<file path="config.mk">
export PLATFORM = sky130hd
export DESIGN_NAME = uart_frame_tx
export DESIGN_NICKNAME = d
export VERILOG_FILES = /design/src/rtl/uart_frame_tx.sv
export SDC_FILE = /design/constraint.sdc
export NUM_CORES = 1
export LEC_CHECK = 0
export BUFFER_PORTS_ARGS = -buffer_cell sky130_fd_sc_hd__buf_4
export CORE_ASPECT_RATIO = 1.4
export CORE_UTILIZATION = 60
export CTS_CLUSTER_SIZE = 16
export DETAILED_ROUTE_END_ITERATION = 12
export HOLD_SLACK_MARGIN = 0.06
export PLACE_DENSITY = 0.78
export REMOVE_ABC_BUFFERS = 1
export SLEW_MARGIN = 30
export SYNTH_ARGS = -nofsm -noshare
export SYNTH_HDL_FRONTEND = slang
export SYNTH_SLANG_ARGS = --single-unit
</file>
<file path="constraint.sdc">
create_clock -name clk -period 3 [get_ports clk]
set_input_delay 0 -clock clk [delete_from_list [all_inputs] [get_ports clk]]
set_output_delay 0 -clock clk [all_outputs]
set_load 0.01 [all_outputs]
</file>
<file path="src/rtl/uart_frame_tx.sv">
// Framed UART transmitter: each FIFO word goes out as 0xA5, payload bytes, XOR checksum.
// Define UART_FRAME_TX_PARITY_EN to add an even-parity bit to every character (8E1).
module uart_frame_tx #(
  parameter int DATA_WIDTH = 32,
  parameter int MSB_FIRST  = 0,
  parameter int FIFO_DEPTH = 4,
  parameter int CLK_FREQ   = 50_000_000
) (
  input  logic                  clk,
  input  logic                  reset_n,
  input  logic [DATA_WIDTH-1:0] data,
  input  logic                  data_valid,
  output logic                  data_ready,
  input  logic [2:0]            baud_set,
  output logic                  uart_tx,
  output logic                  frame_done,
  output logic                  busy
);

  localparam int NUM_BYTES  = DATA_WIDTH / 8;
  localparam int PTR_W      = (FIFO_DEPTH > 1) ? $clog2(FIFO_DEPTH) : 1;
  localparam int BYTE_CNT_W = (NUM_BYTES > 1) ? $clog2(NUM_BYTES) : 1;
  localparam int DIV_W      = $clog2(CLK_FREQ / 9600 + 1);
`ifdef UART_FRAME_TX_PARITY_EN
  localparam int STOP_IDX = 10;
`else
  localparam int STOP_IDX = 9;
`endif

  localparam logic [3:0]            STOP_BIT  = 4'(STOP_IDX);
  localparam logic [PTR_W:0]        PTR_ONE   = 1;
  localparam logic [DIV_W-1:0]      DIV_ONE   = 1;
  localparam logic [BYTE_CNT_W-1:0] BYTE_ONE  = 1;
  localparam logic [BYTE_CNT_W-1:0] LAST_BYTE = BYTE_CNT_W'(NUM_BYTES - 1);

  typedef enum logic [2:0] {IDLE, LOAD, SYNC, DATA, CHK} state_t;

  function automatic logic [DIV_W-1:0] baud_div(input logic [2:0] sel);
    case (sel)
      3'd0:    return DIV_W'(CLK_FREQ / 9600);
      3'd1:    return DIV_W'(CLK_FREQ / 19200);
      3'd2:    return DIV_W'(CLK_FREQ / 38400);
      3'd3:    return DIV_W'(CLK_FREQ / 57600);
      3'd4:    return DIV_W'(CLK_FREQ / 115200);
      3'd5:    return DIV_W'(CLK_FREQ / 230400);
      3'd6:    return DIV_W'(CLK_FREQ / 460800);
      default: return DIV_W'(CLK_FREQ / 921600);
    endcase
  endfunction

  // Line level for bit position idx of a character: start, data LSB first, [parity], stop.
  function automatic logic line_bit(input logic [3:0] idx, input logic [7:0] b);
    if (idx == 4'd0) return 1'b0;
    if (idx <= 4'd8) return b[idx[2:0] - 3'd1];
`ifdef UART_FRAME_TX_PARITY_EN
    if (idx == 4'd9) return ^b;
`endif
    return 1'b1;
  endfunction

  logic [DATA_WIDTH-1:0] fifo_mem [FIFO_DEPTH];
  logic [PTR_W:0]        wr_ptr_q, wr_ptr_d, rd_ptr_q, rd_ptr_d;
  logic                  fifo_empty, fifo_full, push;

  state_t                state_q, state_d;
  logic [DIV_W-1:0]      div_q, div_d, baud_cnt_q, baud_cnt_d;
  logic [3:0]            bit_idx_q, bit_idx_d;
  logic [BYTE_CNT_W-1:0] byte_cnt_q, byte_cnt_d, byte_sel;
  logic [DATA_WIDTH-1:0] word_q, word_d, word_shifted;
  logic                  tx_q, tx_d, frame_done_q, frame_done_d;
  logic [7:0]            chk_byte, cur_byte;

  // Pointers carry a wrap bit so equal low bits distinguish full from empty.
  assign fifo_empty = (wr_ptr_q == rd_ptr_q);
  assign fifo_full  = (wr_ptr_q[PTR_W] != rd_ptr_q[PTR_W]) &&
                      (wr_ptr_q[PTR_W-1:0] == rd_ptr_q[PTR_W-1:0]);
  assign push       = data_valid && !fifo_full;
  assign wr_ptr_d   = push ? wr_ptr_q + PTR_ONE : wr_ptr_q;

  always_ff @(posedge clk) begin
    if (push) fifo_mem[wr_ptr_q[PTR_W-1:0]] <= data;
  end

  always_comb begin
    chk_byte = 8'h00;
    for (int i = 0; i < NUM_BYTES; i++) chk_byte = chk_byte ^ word_q[i*8 +: 8];
  end

  assign byte_sel     = (MSB_FIRST != 0) ? (LAST_BYTE - byte_cnt_q) : byte_cnt_q;
  assign word_shifted = word_q >> {byte_sel, 3'b000};

  always_comb begin
    case (state_q)
      DATA:    cur_byte = word_shifted[7:0];
      CHK:     cur_byte = chk_byte;
      default: cur_byte = 8'hA5;
    endcase
  end

  always_comb begin
    state_d      = state_q;
    rd_ptr_d     = rd_ptr_q;
    div_d        = div_q;
    baud_cnt_d   = baud_cnt_q;
    bit_idx_d    = bit_idx_q;
    byte_cnt_d   = byte_cnt_q;
    word_d       = word_q;
    tx_d         = tx_q;
    frame_done_d = 1'b0;
    case (state_q)
      IDLE: begin
        if (!fifo_empty) begin
          state_d  = LOAD;
          word_d   = fifo_mem[rd_ptr_q[PTR_W-1:0]];
          rd_ptr_d = rd_ptr_q + PTR_ONE;
          div_d    = baud_div(baud_set);
        end
      end
      LOAD: begin
        state_d    = SYNC;
        bit_idx_d  = 4'd0;
        baud_cnt_d = div_q - DIV_ONE;
        tx_d       = 1'b0;
      end
      default: begin
        if (baud_cnt_q != '0) begin
          baud_cnt_d = baud_cnt_q - DIV_ONE;
        end else if (bit_idx_q != STOP_BIT) begin
          bit_idx_d  = bit_idx_q + 4'd1;
          baud_cnt_d = div_q - DIV_ONE;
          tx_d       = line_bit(bit_idx_q + 4'd1, cur_byte);
        end else begin
          // Character complete: the next start bit begins on the following cycle.
          bit_idx_d  = 4'd0;
          baud_cnt_d = div_q - DIV_ONE;
          tx_d       = 1'b0;
          case (state_q)
            SYNC: begin
              state_d    = DATA;
              byte_cnt_d = '0;
            end
            DATA: begin
              if (byte_cnt_q == LAST_BYTE) state_d = CHK;
              else byte_cnt_d = byte_cnt_q + BYTE_ONE;
            end
            CHK: begin
              frame_done_d = 1'b1;
              if (!fifo_empty) begin
                state_d    = SYNC;
                word_d     = fifo_mem[rd_ptr_q[PTR_W-1:0]];
                rd_ptr_d   = rd_ptr_q + PTR_ONE;
                div_d      = baud_div(baud_set);
                baud_cnt_d = baud_div(baud_set) - DIV_ONE;
              end else begin
                state_d = IDLE;
                tx_d    = 1'b1;
              end
            end
            default: ;
          endcase
        end
      end
    endcase
  end

  always_ff @(posedge clk or negedge reset_n) begin
    if (!reset_n) begin
      state_q      <= IDLE;
      wr_ptr_q     <= '0;
      rd_ptr_q     <= '0;
      div_q        <= '0;
      baud_cnt_q   <= '0;
      bit_idx_q    <= 4'd0;
      byte_cnt_q   <= '0;
      word_q       <= '0;
      tx_q         <= 1'b1;
      frame_done_q <= 1'b0;
    end else begin
      state_q      <= state_d;
      wr_ptr_q     <= wr_ptr_d;
      rd_ptr_q     <= rd_ptr_d;
      div_q        <= div_d;
      baud_cnt_q   <= baud_cnt_d;
      bit_idx_q    <= bit_idx_d;
      byte_cnt_q   <= byte_cnt_d;
      word_q       <= word_d;
      tx_q         <= tx_d;
      frame_done_q <= frame_done_d;
    end
  end

  assign data_ready = !fifo_full;
  assign uart_tx    = tx_q;
  assign frame_done = frame_done_q;
  assign busy       = (state_q != IDLE) || !fifo_empty;

endmodule

</file>
==> out/metrics.csv <==
stage,metric,value,unit
yosys,Post-synth top cells,"128 x edfxtp_1, 74 x dfrtp_1, 38 x mux4_2",
placement,post-DP HPWL,12.03,mm
yosys,post-synthesis cell count,620,
global_routing,M2 GR Usage,45.71,%
drt,DRC,0,
clock_network,TritonCTS clock tree,done,
floorplanning,Core Footprint,14990,sq um
global_routing,Top Usage Layer GRT,met2,
worst_setup_path,CP max stage cell,dfrtp_1,
floorplanning,initial core utilization,61.46,%
job,max_cap viols,0,
global_routing,number of global-route vias before repair,5846,
yosys,synth top area cells,"edfxtp_1 42%, dfrtp_1 20%, mux4_2 9.3%",
worst_setup_path,r2r startpoint,baud_cnt_q[0],
sta,Clock Skews,0.01331,ns
yosys,ys flop type,edfxtp_1,
clock_network,clk_lat worst skew,0.49,ns
sta,relative slew slack,51.63,%
clock_network,Worst-path clk slew,0.06,ns
power,PD cells,692.9,nW/um^2
final_layout,Nets,757,
worst_setup_path,CP Data Arrival Time,3.13,ns
outcome,status,finished clean,
placement,Placed Instances,840,
drt,TritonRoute pass-1 iters,4,
drt,Iter 0 DRT Violations,469,
floorplanning,io pins,42,
sta,Final Max Slew Viols,0,
worst_setup_path,Crit Path Max Fanout,53,
final_layout,number of diodes,0,
placement,GP Congestion,0.8886,
sta,setup_tns,0,ns
yosys,Yosys top cell area share,41.73,%
floorplanning,die area,15860,sq um
power,Leak Pwr,3.967,nW
sta,Fmax,363.7,MHz
clock_network,clk sinks,203,
global_routing,routing usage on met1,28.63,%
placement,# port buffers,41,
sta,RSZ-0062 raised after global routing,no,
drt,DR WL/cell,20.32,um
worst_setup_path,reg2reg path depth,8,
final_layout,Non-Filler Instances,914,
final_layout,synth-to-layout area growth,17.39,%
yosys,Syn Std Cell Area,9211,sq um
floorplanning,chip width,106.7,um
yosys,Synth async-reset ratio,36.95,%
floorplanning,row count,53,
global_routing,met3 Usage GRT,3.330,%
worst_setup_path,Critical R2R Capture,div_q[7],
worst_setup_path,critical path required time,3.38,ns
yosys,"EDFF count, synth",128,
drt,via count,5537,
yosys,most frequent cell after synthesis,edfxtp_1,
worst_setup_path,Setup CP Type,flip-flop to flip-flop,
sta,period utilization,91.65,%
yosys,Synth cell types,59,
worst_setup_path,R2R Setup Slk,0.25,ns
global_routing,largest net degree at the start of global routing,76,
worst_setup_path,crit path cell chain,"inv_1, ha_1, nor4b_4, and4_1, nand2_2, a2111oi_4, buf_12, mux2_2",
clock_network,PostCTS Resize Cnt,0,
final_layout,Register Area,5723,sq um
clock_network,post-CTS setup buffer count,0,
worst_setup_path,nature of the critical path startpoint,flip-flop,
yosys,register area share after synthesis,62.12,%
clock_network,clk root buf,clkbuf_16,
power,worst IR drop on VDD,0.5648,mV
global_routing,first-pass GRT wire length,29.96,mm
yosys,synthesis-stage register bit count,203,
global_routing,grt total ovfl,0,
worst_setup_path,crit end category,flip-flop,
clock_network,H-tree lvl count,1,
yosys,post-synth top area cell,edfxtp_1,
sta,Final Hold Fails,0,
global_routing,initial antenna violation count,0,
sta,final setup fails,0,
hold_path,HP Class,input port to async pin,
sta,Worst Max-Slew Pin Slew,0.7255,ns
clock_network,Max clock buf depth,3,
floorplanning,height of the die,148.6,um
worst_setup_path,CP max stage delay,0.44,ns
final_layout,share of post-route cells with drive strength above 1,23.96,%
yosys,Ys Warns,0,
clock_network,CTS Buf Count,20,
final_layout,Filler cells,990,
drt,Post-DRT Antenna Nets,0,
final_layout,footprint of the multi-input gates,3289,sq um
drt,drt total wl,18.57,mm
drt,Vias/cell,6.058,
yosys,syn_area_per_cell,14.86,sq um
global_routing,gr usage total,24.79,%
sta,Final Critical Period,2.749,ns
-- power breakdown --
part / switching [mW] / total [mW] / internal, mW
Clock: 1.04 / 2.58 / 1.55
Sequential: 0.245 / 3.73 / 3.49
Combinational: 0.672 / 1.18 / 0.504
Total: 1.95 / 7.49 / 5.54
-- cells by family (layout without fill, tap and decap cells) --
logic type / count (synthesis) / after routing / synth area share [%]
AND/OR/NAND/NOR: 134 / 134 / 7.471
buffers and inverters: 43 / 145 / 2.173
flip-flops: 203 / 203 / 62.12
XOR/XNOR: 47 / 47 / 4.469
adder cells (fa/ha/maj): 11 / 11 / 1.494
AO/OA/AOI/OAI: 92 / 92 / 6.710
multiplexers: 90 / 90 / 15.57
-- cells in the final DEF (no fill, tap or decap), types with 5 or more instances in the layout --
master and n:
a21oi_1 20, mux2_1 10, ha_1 11, o221ai_1 5
inv_1 14, dlygate4sd3_1 38, nand2b_1 6, mux2_2 36
mux2i_1 6, nor2_1 34, nor4_1 5, nand2_1 33
edfxtp_1 128, xor2_1 12, o21ai_0 27, nor3_1 14
or3_1 7, dfrtp_1 73, xnor2_1 35, nor2b_1 5
buf_4 55, mux4_2 38, clkbuf_16 21
-- critical path, delay by kind of cell, from the launching register on --
kind | cells | cell delay, ns
flops | 1 | 0.44
compound gates | 1 | 0.43
mux | 1 | 0.38
buf+inv | 2 | 0.39
simple gates | 3 | 0.75
fa+ha+maj | 1 | 0.20
-- area by class of cell --
type | count | share of cell area (%)
multi-input combinational | 374 | 30.42
tap | 192 | 2.222
clock buffer | 24 | 4.964
timing repair buffer | 95 | 7.626
clock inverter | 12 | 1.354
inverter | 14 | 0.4860
sequential | 203 | 52.93
-- state kept, by name, summed over array words and instances, names as in the netlist, 2 cells and up --
name and count:
bit_idx_q 4, rd_ptr_q 3, fifo_mem 128, state_q 3, div_q 13, wr_ptr_q 3
byte_cnt_q 2, word_q 32, baud_cnt_q 13
-- repair_timing --
| item | CTS | global route |
|---|---|---|
| hold endpoints to repair | 218 | 0 |
| hold buffers | 38 | 0 |
| endpoints found under the setup margin | 0 | 0 |
-- stage by stage --
| stage | instance area [sq um] | utilization (%) | total power, mW | hold WS (ns) | setup slack, ns |
|---|---|---|---|---|---|
| 3_5_place_dp | 9746 | 65.03 | 4.924 | 0.2023 | 0.2903 |
| 5_1_grt | 10810 | 72.15 | 7.779 | 0.1691 | 0.07430 |
| 3_3_place_gp | 9746 | 65.03 | 4.853 | 0.1979 | 0.3905 |
| 6_report | 10810 | 72.15 | 7.493 | 0.08745 | 0.2505 |
| 4_1_cts | 10810 | 72.12 | 7.531 | 0.2351 | 0.2641 |
| 2_1_floorplan | 9064 | - | 4.455 | -0.2956 | -1.293 |
-- routing by layer --
layer | part of all wire [%] | vias up
li1 | - | 2548
met1 | 37 | 2796
met2 | 55 | 145
met3 | 3.7 | 48
met4 | 3.8 | 0
met5 | 0 | -
-- how the worst max path moves through the flow --
stage | from | end | slack (ns) | depth (start not counted)
after global routing | baud_cnt_q[0] | word_q[22] | 0.07 | 8
after CTS | baud_cnt_q[0] | word_q[26] | 0.26 | 8
final | baud_cnt_q[0] | div_q[7] | 0.25 | 8
after global placement | baud_cnt_q[0] | div_q[4] | 0.39 | 8
after floorplan | rd_ptr_q[0] | div_q[10] | -1.29 | 4
after detailed placement | baud_cnt_q[0] | word_q[28] | 0.29 | 8
(Power assumes the default switching activity.)
